==> src/rtl/cv32e40s_pkg.sv <==
// Shared types for the cv32e40s core slice: fetch scheduler state encoding.
package cv32e40s_pkg;

  typedef enum logic [1:0] {
    IDLE,
    RUN,
    BRANCH_WAIT
  } fetch_sched_state_e;

endpackage

==> src/rtl/cv32e40s_fetch_sched_cnt.sv <==
// Up/down counter of bus transactions accepted by the prefetcher but not yet answered.
module cv32e40s_fetch_sched_cnt #(
  parameter int unsigned MAX = 2,
  parameter int unsigned W   = $clog2(MAX + 1)
) (
  input  logic         clk,
  input  logic         rst_n,
  input  logic         inc_i,
  input  logic         dec_i,
  output logic [W-1:0] cnt_o
);

  logic [W-1:0] cnt_q;
  logic [W-1:0] cnt_d;
  logic         dec_ok;

  // A response with nothing outstanding is ignored rather than wrapping the count.
  assign dec_ok = dec_i && (cnt_q != '0);

  always_comb begin
    cnt_d = cnt_q;
    if (inc_i && !dec_ok) begin
      cnt_d = cnt_q + W'(1);
    end else if (!inc_i && dec_ok) begin
      cnt_d = cnt_q - W'(1);
    end
  end

  always_ff @(posedge clk or negedge rst_n) begin
    if (!rst_n) begin
      cnt_q <= '0;
    end else begin
      cnt_q <= cnt_d;
    end
  end

  assign cnt_o = cnt_q;

  a_no_underflow : assert property (@(posedge clk) disable iff (!rst_n) dec_i |-> (cnt_q != '0));
  a_no_overflow  : assert property (@(posedge clk) disable iff (!rst_n) cnt_q <= W'(MAX));

endmodule

==> src/rtl/cv32e40s_fetch_scheduler.sv <==
// Gates prefetcher requests so the fetch FIFO never overflows and drops responses made stale by branches.
// Optional discard counter output is enabled by defining CV32E40S_FETCH_SCHED_PERF_EN.
module cv32e40s_fetch_scheduler
  import cv32e40s_pkg::*;
#(
  parameter int unsigned DEPTH           = 3,
  parameter int unsigned MAX_OUTSTANDING = 2,
  localparam int unsigned FIFO_W         = $clog2(DEPTH + 1),
  localparam int unsigned CNT_W          = $clog2(MAX_OUTSTANDING + 1)
) (
  input  logic              clk,
  input  logic              rst_n,
  input  logic              req_i,
  input  logic              branch_i,
  output logic              pf_valid_o,
  input  logic              pf_ready_i,
  input  logic              resp_valid_i,
  output logic              resp_valid_o,
  input  logic [FIFO_W-1:0] fifo_cnt_i,
  output logic [CNT_W-1:0]  outstanding_o,
  output logic              busy_o
`ifdef CV32E40S_FETCH_SCHED_PERF_EN
  ,
  output logic [31:0]       discard_cnt_o
`endif
);

  localparam int unsigned SUM_W = ((FIFO_W > CNT_W) ? FIFO_W : CNT_W) + 1;

  fetch_sched_state_e state_q;
  logic [CNT_W-1:0]   cnt_q;
  logic [CNT_W-1:0]   discard_q;
  logic [CNT_W-1:0]   discard_d;
  logic [CNT_W-1:0]   live;
  logic [FIFO_W-1:0]  level;
  logic [SUM_W-1:0]   occupancy;
  logic               below_max;
  logic               room;
  logic               accept;
  logic               resp_dec;

  cv32e40s_fetch_sched_cnt #(
    .MAX (MAX_OUTSTANDING),
    .W   (CNT_W)
  ) u_cnt (
    .clk   (clk),
    .rst_n (rst_n),
    .inc_i (accept),
    .dec_i (resp_valid_i),
    .cnt_o (cnt_q)
  );

  // A branch flushes the FIFO, so everything in flight stops counting against it.
  assign live      = branch_i ? '0 : (cnt_q - discard_q);
  assign level     = branch_i ? '0 : fifo_cnt_i;
  assign occupancy = SUM_W'(level) + SUM_W'(live);
  assign below_max = cnt_q < CNT_W'(MAX_OUTSTANDING);
  assign room      = below_max && (occupancy < SUM_W'(DEPTH));

  always_comb begin
    pf_valid_o = 1'b0;
    case (state_q)
      IDLE:        pf_valid_o = branch_i ? below_max : (req_i && room);
      RUN:         pf_valid_o = req_i && room;
      BRANCH_WAIT: pf_valid_o = below_max;
      default:     pf_valid_o = 1'b0;
    endcase
  end

  assign accept       = pf_valid_o && pf_ready_i;
  assign resp_dec     = resp_valid_i && (cnt_q != '0);
  assign resp_valid_o = resp_valid_i && !branch_i && (discard_q == '0);
  assign busy_o       = (cnt_q != '0) || (state_q != IDLE);
  assign outstanding_o = cnt_q;

  // The target fetch accepted in the branch cycle is never counted as a discard.
  always_comb begin
    if (branch_i) begin
      discard_d = cnt_q - CNT_W'(resp_dec);
    end else begin
      discard_d = discard_q - CNT_W'(resp_valid_i && (discard_q != '0));
    end
  end

  always_ff @(posedge clk or negedge rst_n) begin
    if (!rst_n) begin
      state_q   <= IDLE;
      discard_q <= '0;
    end else begin
      discard_q <= discard_d;
      case (state_q)
        IDLE: begin
          if (branch_i) begin
            state_q <= accept ? (req_i ? RUN : IDLE) : BRANCH_WAIT;
          end else if (req_i && room) begin
            state_q <= RUN;
          end
        end
        RUN: begin
          if (branch_i) begin
            state_q <= accept ? RUN : BRANCH_WAIT;
          end else if (!req_i) begin
            state_q <= IDLE;
          end
        end
        BRANCH_WAIT: begin
          if (accept) begin
            state_q <= req_i ? RUN : IDLE;
          end
        end
        default: state_q <= IDLE;
      endcase
    end
  end

`ifdef CV32E40S_FETCH_SCHED_PERF_EN
  logic [31:0] discard_cnt_q;

  always_ff @(posedge clk or negedge rst_n) begin
    if (!rst_n) begin
      discard_cnt_q <= '0;
    end else if (resp_valid_i && !resp_valid_o && (discard_cnt_q != 32'hFFFF_FFFF)) begin
      discard_cnt_q <= discard_cnt_q + 32'd1;
    end
  end

  assign discard_cnt_o = discard_cnt_q;
`endif

endmodule
==> config.mk <==
export PLATFORM = sky130hd
export DESIGN_NAME = cv32e40s_fetch_scheduler
export DESIGN_NICKNAME = d
export VERILOG_FILES = /design/src/rtl/cv32e40s_pkg.sv /design/src/rtl/cv32e40s_fetch_sched_cnt.sv /design/src/rtl/cv32e40s_fetch_scheduler.sv
export SDC_FILE = /design/constraint.sdc
export NUM_CORES = 1
export LEC_CHECK = 0
export ABC_AREA = 0
export BUFFER_PORTS_ARGS = -buffer_cell sky130_fd_sc_hd__buf_2
export CAP_MARGIN = 20
export CORE_UTILIZATION = 35
export DETAILED_ROUTE_END_ITERATION = 10
export GPL_TIMING_DRIVEN = 0
export MAX_ROUTING_LAYER = met4
export SLEW_MARGIN = 40
export SYNTH_ARGS = -nofsm -noshare
export SYNTH_HDL_FRONTEND = slang
export SYNTH_SLANG_ARGS = --single-unit
==> constraint.sdc <==
create_clock -name clk -period 3.94 [get_ports clk]
set_input_delay 1.182 -clock clk [delete_from_list [all_inputs] [get_ports clk]]
set_output_delay 1.182 -clock clk [all_outputs]
set_load 0.005 [all_outputs]
=== Word level (Yosys, flattened, before mapping) ===
Index checks and enable logic that the tools add are counted.

* Input bits: 8
* Logic and storage cells: 52
* Output and inout port bits: 5
* Bits in registers: 6

* Reductions and logical operators: 20
* Eq/ne operators: 5
* Magnitude comparators: 2
* Muxes and demuxes: 16
* Add/subtract/negate cells: 6

{| class="wikitable"
|+ Operators by type and width
! kind !! number
|-
| 2-bit 2-to-1 mux || 12
|-
| 1-bit logical AND || 9
|-
| 2-bit nonzero test || 4
|-
| 3-bit inequality test, second input constant || 2
|-
| 2-bit case mux with 3 select lines || 1
|-
| 2-bit logical NOT || 2
|-
| 2-bit by 1-bit subtractor with 2-bit output || 2
|-
| 2-bit by 2-bit adder with 3-bit output || 1
|-
| 1-bit logical NOT || 3
|-
| 3-bit by 2-bit less-than comparator with 1-bit output, second input constant || 1
|-
| 1-bit case mux with 3 select lines || 1
|-
| 3-bit AND reduction || 1
|-
| 2-bit by 1-bit adder with 2-bit output, second input constant || 1
|-
| 2-bit by 1-bit == test with 1-bit output, second input constant || 1
|-
| 2-bit == test, second input constant || 1
|-
| 2-bit less-than comparator, second input constant || 1
|-
| 1-bit 2-to-1 mux || 2
|-
| 2-bit inequality test, second input constant || 1
|-
| 2-bit by 1-bit subtractor with 2-bit output, second input constant || 1
|-
| 2-bit subtractor || 1
|-
| 1-bit logical OR || 1
|}

=== Longest topological paths before layout ===
* Depth after elaboration: 13
* Gate-level depth with buffers: 13
* Gate-level depth less buffers: 13

=== Cells and area by module ===
Synthesis repeated with hierarchy kept, for this count alone.

* Cells, all modules: 50
* Area total of the unflattened synthesis: 521.8 µm²

{| class="wikitable"
|+ By module, submodules not included
! module !! cells an instance !! times used !! seq. area each (µm²) !! area each (µm²)
|-
| cv32e40s_fetch_scheduler || 42 || 1 || 100.1 || 424.2
|-
| cv32e40s_fetch_sched_cnt || 8 || 1 || 50.0 || 97.6
|}

=== Least setup slack after synthesis ===
Ideal clock, no wire load.

* Kind: input port to output port
* From: input branch_i
* To: output pf_valid_o
* Setup slack: 219 ps
* Required time: 2758 ps
* Stages: 8
* Path buffers: 1
* Arrival: 2539 ps
* Path through: clkbuf_1 > nor2_1 > ha_1 > inv_1 > fa_1 > nand2b_1 > a2bb2oi_2 > inv_1

* Longest elaborated chain between the ends: 7
* Elaborated cells on any way between the ends: 8
* Those cells by class: add/sub: 1; order compare: 1; mux: 4; reduce/logical: 2

{| class="wikitable"
|+ RTL lines
! what !! line !! text
|-
| start: declaration || cv32e40s_fetch_scheduler.sv:14 || <nowiki>input logic branch_i,</nowiki>
|-
| 2-bit 2-to-1 mux, on equally long branches || cv32e40s_fetch_scheduler.sv:55, cv32e40s_fetch_scheduler.sv:54 ||
|-
| 2-bit by 2-bit adder with 3-bit output || cv32e40s_fetch_scheduler.sv:56 || <nowiki>assign occupancy = SUM_W'(level) + SUM_W'(live);</nowiki>
|-
| 3-bit by 2-bit less-than comparator with 1-bit output || cv32e40s_fetch_scheduler.sv:58 || <nowiki>assign room = below_max && (occupancy < SUM_W'(DEPTH));</nowiki>
|-
| 1-bit logical AND || cv32e40s_fetch_scheduler.sv:58 ||
|-
| 1-bit logical AND || cv32e40s_fetch_scheduler.sv:63, cv32e40s_fetch_scheduler.sv:64 ||
|-
| 1-bit 2-to-1 mux || cv32e40s_fetch_scheduler.sv:63 || <nowiki>IDLE: pf_valid_o = branch_i ? below_max : (req_i && room);</nowiki>
|-
| 1-bit case mux with 3 select lines (*) || cv32e40s_fetch_scheduler.sv:62 || <nowiki>case (state_q)</nowiki>
|-
| end: declaration || cv32e40s_fetch_scheduler.sv:15 || <nowiki>output logic pf_valid_o,</nowiki>
|}

Every way passes the cells marked *; elsewhere a longest branch is shown, timed or not.

=== Worst setup path in the final report ===
Same ends and word-level chain as after synthesis.

==> results list <==
- Critical register-to-register path startpoint: u_cnt.cnt_o[0]
* Synthesized area per cell: between 9 and 10 µm²
* CTS root buf: sky130_fd_sc_hd__clkbuf_4
- Post-DP HPWL: 708.5 µm
- Maximum clock frequency: approximately 260 MHz
* Ys Warns: 0
* Buffer depth of the longest clock path: 2
- Highest-count cells in the layout ignoring fill and taps: sky130_fd_sc_hd__buf_2, sky130_fd_sc_hd__inv_1, sky130_fd_sc_hd__dfrtp_1
- The worst setup path is launched from a primary input.
- Worst Tran Pin Value: about 0.23 ns
- Min-delay worst type: reg2reg
- Across every metal layer, demand over resource in global routing totals 0.1290.
* Setup repair after global routing missed its margin: false
* Inserted Clock Buffers: 3
- Area of placed instances: between 500 and 600 µm²
- Critical-path cell with the highest stage delay: sky130_fd_sc_hd__fa_1
* Number of nets in the synthesized netlist: 67
* First-pass detailed-route iteration total: 4
* Core Region: ~0.0013 mm²
- Critical-path maximum fanout: 13
* Placer's final routability congestion estimate: approximately 0.72
- Worst slew margin relative to its limit: 0.8441
* Multi-input gate area: 327.8 µm²
- Area overhead of the layout relative to synthesis: 21.18%
* Count of hold-fix buffers inserted at cts: 0
- The worst-case IR drop observed on VDD is around 0.29 mV.
- Cell taking the most area after synthesis: sky130_fd_sc_hd__dfrtp_1
- Required time worst endpoint: between 2 and 3 ns
- Post-CTS setup repair buffer count: 0
- Entering global routing, the biggest net connects 14 pins.
- On the critical path the largest part of the delay comes from adder cells.
* Post-synthesis simple-gate area fraction: 0.1946
* Hold Path Depth: 1
- Counting every instance in the synthesized netlist gives 53.
- Main combinational cell family by area after synthesis: simple AND/OR/NAND/NOR gates
* Max Transition Viols Final: 0
- The initial utilization of the core area, before any placement, comes to 0.3856.
- Post-synthesis sequential element count: 6
- Most common cell after layout, fill and taps aside: sky130_fd_sc_hd__buf_2
- After synthesis, the share of cell area in mux cells is 0.03941.
* Die outline area: 0.001608 mm²
- In the final timing run, aggregate negative setup slack is 0 ns.
* Cell-by-cell listing of the critical path: clkbuf_4, nor2_1, ha_1, inv_1, fa_1, nand2b_4, a2bb2oi_2, inv_1, buf_2
- In the routed layout, each cell is associated on average with a via count of 4.890.
- For hold timing, the worst endpoint is state_q[0].
* Top cell by count, worst path: sky130_fd_sc_hd__inv_1
- In the routed design, unresolved DRC markers number 0.
- Reported max-cap violation count: 0
- In this run the static leakage power is approximately 0.3 nW.
- The number of antenna violations at the first check in global routing is 0.
- Endpoints failing hold: 0
- Worst flop-to-flop path endpoint: u_cnt.cnt_o[1]
- Combined flip-flop and latch cell area: about 150 µm²
- The count of nets left with antenna violations once routing finished came out at 0.
* CTS tree: done
* Worst R2R Setup Slack: 1.19 ns
* Run status: finished clean
- Top cells by area in the synthesized netlist: sky130_fd_sc_hd__dfrtp_1, sky130_fd_sc_hd__ha_1, sky130_fd_sc_hd__xnor2_1
- Aggregate routed wire length: between 800 and 900 µm
- After clock tree synthesis, the clock-pin slew on the worst setup and hold paths is ~0.040 ns.
* Grt ovf: 0
- Of the cells placed in the final design, the portion with a size suffix greater than 1 is 0.2687.
- Count of buffer and inverter cells on the critical path: 4
- Via count of the first global-routing pass: about 340
* Htree depth: 1
- For this run, the register share of the synthesized area comes to 0.2956.
- In this run, the number of DRC markers left after iteration 0 of detailed routing was 6.
- During I/O placement, the number of pins put on the boundary was 13.
- In this design, the stage delay of the slowest critical-path cell is around 0.43 ns.
- Launch instance of the worst min-delay path: state_q[0]
* Final instance area: around 620 µm²
* Clock sink total: 6
- In this run the horizontal extent of the chip is about 40 µm.
- The number of cells on the worst reg-to-reg path is 12.
- Detail-routed net length per standard cell: 10.22 µm
- STA classifies the critical path endpoint as a primary output.
- Number of inserted diodes: 0
* Fraction of the mapped netlist area in adder cells: 0.1626
- The most critical setup path has its startpoint at branch_i.
- Counting distinct cell types in the post-synthesis netlist gives 24.
- Shortest period the worst path allows: about 3.8 ns
- # rows: 13
* Portion of synthesized cell area occupied by the leading cell type: 0.2956
* Count of final setup violators: 0
- Post-route clock skew: around 0.001 ns
* Post-synthesis share of cell area spent on xor and xnor gates: 0.1207
* Worst Path Arrival: 2.61 ns
- The compound-gate portion of the synthesized area was 0.1133.
- After the last flow step, the layout net total stands at 83.
* First-pass GRT wire length: 1.297 mm
- Critical path class: in2out
- Post-route fraction of the period consumed by the critical path: 0.9618
* Number of port buffers: 12
* Vertical die dimension: roughly 40 µm
- For this design the ratio of total power to cell area is approximately 760 mW/mm².
- After filler insertion, the fill cell instance count of the layout stands at around 130.
* Cell Area, Synth: 508.0 µm²
- Via count of the routed design: between 400 and 500
* Clock latency on the worst-skew pair: around 0.24 ns
==> per-stage QoR <==
stage	power [mW]	setup slack, ns	utilization	hold WS, ns	std cells
floorplan	0.3368	0.2194	-	0.4526	53
global placement	0.4034	-0.2078	0.4454	0.5224	80
detailed placement	0.4039	-0.1868	0.4454	0.5219	80
CTS	0.4629	0.07412	0.4596	0.5271	82
global route	0.5223	0.01593	0.4672	0.5382	82
finish	0.4682	0.1506	0.4672	0.5234	82
==> worst max path at each step <==
| stage | endpoint | slack [ns] | cells past startpoint |
|---|---|---|---|
| floorplan | pf_valid_o | 0.22 | 8 |
| global placement | pf_valid_o | -0.21 | 10 |
| detailed placement | pf_valid_o | -0.19 | 10 |
| CTS | pf_valid_o | 0.07 | 9 |
| global route | pf_valid_o | 0.02 | 9 |
| finish | pf_valid_o | 0.15 | 9 |
==> synth_stat cells (all sizes together) <==
library cell,number
o211ai,1
nor2,4
o21ai,2
xor2,3
or4,1
mux2i,2
buf,1
o21a,1
nand4,1
clkbuf,1
or2,1
a31oi,1
o221a,1
and4bb,1
fa,1
dfrtp,6
a2bb2oi,1
xnor2,4
nor4b,1
inv,6
nand2,3
nor2b,2
nand2b,3
ha,5
==> power by group <==
group | internal, mW | leakage (nW) | switching, mW | total [mW]
Sequential | 0.0950 | 0.0716 | 0.0374 | 0.132
Clock | 0.0342 | 0.0138 | 0.0188 | 0.0530
Combinational | 0.155 | 0.218 | 0.128 | 0.283
Total | 0.284 | 0.303 | 0.184 | 0.468
==> flip-flops by register name, summed over array words and instances (netlist names) <==
| name | flops |
|---|---|
| discard_q | 2 |
| state_q | 2 |
| u_cnt.cnt_o | 2 |
==> area by class of cell <==
cell class              count  share of cell area
well taps                  15             0.03049
clock buffers               3             0.03659
repair buffers             12              0.1016
flip-flops and latches      6              0.2439
inverters                   6             0.03659
multi-input cells          39              0.5325
plain buffers               1             0.01829
==> routing by layer <==
metal / GRT usage / up-vias / part of all wire / routed length [µm]
met1: 0.1604 / 185 / 0.49 / 412
met3: 0.03333 / 0 / 0.041 / 34
li1: - / 208 / - / -
met4: 0.07759 / 0 / 0 / 0
met2: 0.1855 / 8 / 0.47 / 390
met5: - / - / 0 / 0
==> cells by family after synthesis <==
| family | after synthesis |
|---|---|
| adder cells (fa/ha/maj) | 6 |
| XOR/XNOR | 7 |
| buffers and inverters | 8 |
| flip-flops | 6 |
| AO/OA/AOI/OAI | 7 |
| AND/OR/NAND/NOR | 17 |
| multiplexers | 2 |
==> worst register-to-register path: cells and delay by family (launching register included) <==
family	cells	cell delay, ns
xor gates and xnor gates	3	0.47
adders and majority gates	3	0.94
buffers and inverters	1	0.09
AOI/OAI and AO/OA	1	0.17
DFF	1	0.43
and+or+nand+nor	4	0.57
==> what timing repair did <==
item	CTS	global route
pin swaps	0	1
setup endpoints to repair	1	1
gates cloned	0	0
gates resized for setup	0	2
Note: power is estimated with default switching activity, not from simulation.
